===== src/rtl/irq_ctrl.sv =====
// irq_ctrl: memory-mapped interrupt controller.
// Masks, latches, and fixed-priority arbitrates sources; runs one claim/EOI at a time.
module irq_ctrl #(
  parameter int WIDTH = 32,
  parameter int NIRQ  = 32
) (
  input  logic             clk,
  input  logic             reset,
  input  logic             cs,
  input  logic             wen,
  input  logic [3:0]       addr,
  input  logic [WIDTH-1:0] din,
  output logic [WIDTH-1:0] dout,
  input  logic [NIRQ-1:0]  irq_in,
  output logic             irq,
  output logic [4:0]       vector,
  output logic             in_service
);

  typedef enum logic [1:0] {
    IDLE,
    REQ,
    SERV
  } state_t;

  state_t state;
  state_t state_n;

  logic [NIRQ-1:0] enable;
  logic [NIRQ-1:0] mode;
  logic [NIRQ-1:0] pending;
  logic [NIRQ-1:0] forced;
  logic [NIRQ-1:0] irq_q;
  logic            gie;

  logic [NIRQ-1:0] pending_n;
  logic [NIRQ-1:0] forced_n;
  logic [NIRQ-1:0] active;
  logic [NIRQ-1:0] edge_det;
  logic [NIRQ-1:0] force_set;
  logic [NIRQ-1:0] w1c;
  logic [NIRQ-1:0] claim_mask;
  logic [NIRQ-1:0] pend_edge;
  logic [NIRQ-1:0] wdata;
  logic [4:0]      winner;
  logic [4:0]      vfield;
  logic            any_active;
  logic            claim_ok;
  logic            valid;

  logic we;
  logic wr_en;
  logic wr_pend;
  logic wr_mode;
  logic wr_claim;
  logic wr_eoi;
  logic wr_ctrl;
  logic wr_force;

  assign we       = cs & wen;
  assign wr_en    = we & (addr == 4'd0);
  assign wr_pend  = we & (addr == 4'd1);
  assign wr_mode  = we & (addr == 4'd2);
  assign wr_claim = we & (addr == 4'd4);
  assign wr_eoi   = we & (addr == 4'd5);
  assign wr_ctrl  = we & (addr == 4'd6);
  assign wr_force = we & (addr == 4'd7);

  assign wdata = din[NIRQ-1:0];

  assign active     = pending & enable;
  assign any_active = |active;

  always_comb begin
    winner = '0;
    for (int i = NIRQ - 1; i >= 0; i--) begin
      if (active[i]) winner = 5'(i);
    end
  end

  assign claim_ok = wr_claim & (state == REQ)
                  & gie & any_active;

  assign claim_mask = claim_ok ? (NIRQ'(1) << winner)
                               : '0;

  assign edge_det  = irq_in & ~irq_q;
  assign force_set = wr_force ? wdata : '0;
  assign w1c       = wr_pend ? wdata : '0;

  // Edge bits: set beats clear. Level bits: track the
  // input, plus a sticky latch that only FORCE can set.
  assign pend_edge = edge_det | force_set
                   | (pending & ~(w1c | claim_mask));

  assign forced_n = ~mode
                  & (force_set
                     | (forced & ~(w1c | claim_mask)));

  assign pending_n = (mode & pend_edge)
                   | (~mode & (irq_in | forced_n));

  always_comb begin
    state_n = state;
    unique case (state)
      IDLE: begin
        if (gie && any_active) state_n = REQ;
      end
      REQ: begin
        if (!gie || !any_active) state_n = IDLE;
        else if (wr_claim) state_n = SERV;
      end
      SERV: begin
        if (wr_eoi) state_n = IDLE;
      end
      default: state_n = IDLE;
    endcase
  end

  always_ff @(posedge clk or negedge reset) begin
    if (!reset) begin
      enable     <= '0;
      mode       <= '0;
      pending    <= '0;
      forced     <= '0;
      irq_q      <= '0;
      gie        <= 1'b0;
      state      <= IDLE;
      irq        <= 1'b0;
      vector     <= '0;
      in_service <= 1'b0;
    end else begin
      irq_q      <= irq_in;
      pending    <= pending_n;
      forced     <= forced_n;
      state      <= state_n;
      irq        <= (state_n == REQ);
      in_service <= (state_n == SERV);
      if (wr_en)    enable <= wdata;
      if (wr_mode)  mode   <= wdata;
      if (wr_ctrl)  gie    <= din[0];
      if (claim_ok) vector <= winner;
    end
  end

  assign valid  = (state == REQ) & any_active;
  assign vfield = (state == REQ) ? winner : vector;

  always_comb begin
    dout = '0;
    case (addr)
      4'd0: dout = WIDTH'(enable);
      4'd1: dout = WIDTH'(pending);
      4'd2: dout = WIDTH'(mode);
      4'd3: dout = WIDTH'(irq_in);
      4'd4: begin
        dout[WIDTH-1] = in_service;
        dout[WIDTH-2] = valid;
        dout[4:0]     = vfield;
      end
      4'd6: dout = WIDTH'(gie);
      default: dout = '0;
    endcase
  end

endmodule


===== config.mk =====
export PLATFORM = sky130hd
export DESIGN_NAME = irq_ctrl
export DESIGN_NICKNAME = d
export VERILOG_FILES = /design/src/rtl/irq_ctrl.sv
export SDC_FILE = /design/constraint.sdc
export NUM_CORES = 1
export LEC_CHECK = 0
export ABC_AREA = 1
export BUFFER_PORTS_ARGS = -buffer_cell sky130_fd_sc_hd__buf_2
export CAP_MARGIN = 5
export CORE_MARGIN = 8
export CORE_UTILIZATION = 54
export CTS_CLUSTER_SIZE = 12
export DETAILED_ROUTE_END_ITERATION = 16
export PLACE_DENSITY = 0.77
export SLEW_MARGIN = 20
export SYNTH_ARGS = -nofsm -noshare
export SYNTH_HDL_FRONTEND = slang
export SYNTH_SLANG_ARGS = --single-unit

===== constraint.sdc =====
create_clock -name clk -period 6.1 [get_ports clk]
set_input_delay 0.61 -clock clk [delete_from_list [all_inputs] [get_ports clk]]
set_output_delay 0.61 -clock clk [all_outputs]
set_load 0.02 [all_outputs]

==> results.toml <==
[setup_path]
setup.worst_path.start = "pending[31]"
cp_slowest_cell = "dfrtp_1"
required_ns = 5.49
critical_path_class = "reg2out"
critPathArrivalTime_ns = 3.17
r2r-start = "pending[31]"
crit_path_start_kind = "flip-flop"
crit_path_max_incr_delay_ns = 0.41
worstSetupEndpointType = "output pin"
cpMostUsedCell = "nand2_1"
crit_path_max_fanout = 3

[timing]
setup_viol = 0
min_period_ns = 3.78
maxSlewViolCount = 0
hold_slack_ns = 0.264
tns_ns = 0
rsz0062_at_grt = "no"
max_freq_mhz = 264
final.setup_skew_ns = 0.00847
hold_violations = 0
period_share = 0.620
worst_pin_slew_ns = 1.00
max_slew_margin = 0.332

[floorplan]
ioPinCount = 111
die_w_um = 142
initial_core_util = 0.547
dieArea_sq_um = 20200
core_sq_um = 15700
num_rows = 46
die_h_um = 142

[min_path]
hold_path_class = "in2async"

[finish]
layout-drive-gt1-share = 0.143
areaGrowthSynthToFinish_pct = 16.0
seqCellArea_sq_um = 4250
final_core_util = 0.635
layout.nets = 1300
n_fill_cell = 1394
design_area_sq_um = 9980
diodes = 0
multi_input_area_sq_um = 3680

[global_route]
track_usage = 0.258
grt_overflow_total = 0
antenna_found_initial = 1
grt_pass1_vias = 7941
grt_max_degree = 109
grt_first_pass_wirelength_um = 40700

[clock_network]
cts_max_path_buffers = 2
clock-sinks = 170
cts_inserted_buffers = 17
cts_hold_buffers = 0
path_clk_slew_ns = 0.07
cts_resized = 0
clk_latency_ns = 0.44
post_cts_buffers = 0
cts_tree = "done"
clock_tree.root_cell = "clkbuf_16"
cts_max_level = 4

[logic_synthesis]
syn-num-nets = 1192
ys_seq_area_frac = 0.495
yosysWarnings = 0
yosysTopAreaCell = "dfrtp_1"
syn_avg_cell_area_sq_um = 7.68
syn_inst = 1120
ys_types = 34
synthTopCellsByArea = "dfrtp_1 (49%), nand2_1 (16%), inv_1 (6.5%)"
ys_ff_latch = 170
synth_area_sq_um = 8600
synth_top_area_share = 0.495

[drt]
drtIter0Drc = 851
dr.pass1.iters = 6
num_vias = 8185
antenna_left = 0
vias_per_cell = 5.62
wl_um = 25100
wl_per_cell_um = 17.2
drc_errors = 0

[pwr]
power_leakage_uw = 0.00508
pwr_density_cell_nw_per_um2 = 315
ir_worst_vdd_uv = 239

[placed_design]
io_buffers = 110
hpwl_um = 17200
postPlaceCellArea_sq_um = 9400
gp_congestion = 0.886

[flow_run]
cap_viol_max_count = 0

[run_status]
outcome = "complete, no violations"
-- stage by stage --
stage | total power [uW] | instances | setup WS [ns]
CTS | 3140 | 1457 | 2.32
floorplan | 1860 | 1120 | 3.27
global route | 3310 | 1457 | 1.94
detailed placement | 2090 | 1425 | 2.76
global placement | 2080 | 1425 | 2.79
finish | 3140 | 1457 | 2.32
-- flip-flops by register name (all words and copies together), names as in the netlist --
name,flops
irq_q,32
forced,32
in_service,1
gie,1
irq,1
vector,5
state,2
pending,32
mode,32
enable,32
-- cells by family after synthesis --
group / synth area share
AO/OA/AOI/OAI: 0.146
AND/OR/NAND/NOR: 0.280
buffers and inverters: 0.0793
flip-flops: 0.495
-- final timing paths --
check                                   end  slack, ns  cells past startpoint
worst max-delay path                dout[0]       2.32                     37
worst min-delay path                    irq       0.26                      1
worst max register to register  pending[24]       2.91                     38
worst min register to register   forced[17]       0.47                      1
max in group asynchronous        pending[8]       4.50                      2
min in group clk                   irq_q[2]       0.30                      1
-- synthesized netlist by cell type --
library cell	instances
o2111ai_1	33
a31oi_1	2
nor2_4	2
nor4_1	1
nand2_2	2
o21a_1	1
o22ai_1	1
a21oi_1	44
dfrtp_1	170
nand4_1	17
nand3_2	8
inv_2	1
o21ai_0	78
a22o_1	1
clkbuf_1	29
o211ai_1	19
nand3_1	100
a221oi_1	5
nor2_2	2
o21bai_4	1
o221ai_1	1
nor3_1	3
buf_1	1
a22oi_1	2
buf_2	2
a31o_1	7
inv_1	148
nor2_1	70
nand2_1	362
o21ai_1	1
nand3_4	1
nand2_4	1
o31ai_1	2
a211oi_1	2
-- cell usage in the layout (no fill, tap or decap), drive strengths merged, types with 3 or more instances in the layout --
master	instances
buf	120
a21oi	44
clkinv	6
clkbuf	20
nand3	109
o211ai	19
nor3	3
dfrtp	170
o2111ai	33
inv	152
nand2	365
o21ai	79
nand4	17
a221oi	5
a31o	7
nor2	74
clkinvlp	3
-- worst max-delay path: cells and delay by family, from the launching register on --
| kind | cells | cell delay [ns] |
|---|---|---|
| buffers and inverters | 2 | 0.22 |
| flip-flops | 1 | 0.41 |
| AO/OA/AOI/OAI | 1 | 0.09 |
| AND/OR/NAND/NOR | 34 | 2.01 |
-- routing by layer --
metal,GRT usage,share of wire,vias up
met4,0.109,0.028,2
met5,0,0.00040,-
met3,0.0604,0.079,61
met1,0.336,0.43,3839
li1,-,-,3918
met2,0.405,0.46,365
-- final cells by class --
class,instances,share of cell area
clock buffers,19,0.0454
flip-flops and latches,170,0.426
inverters,149,0.0561
well taps,216,0.0271
clock inverters,13,0.0117
multi-input cells,769,0.369
repair buffers,121,0.0643
-- where the power goes --
group / total (uW) / switching [uW] / internal (uW)
Sequential: 1390 / 122 / 1270
Combinational: 694 / 471 / 223
Clock: 1060 / 471 / 585
No activity file was read; power rests on OpenSTA's default activity.
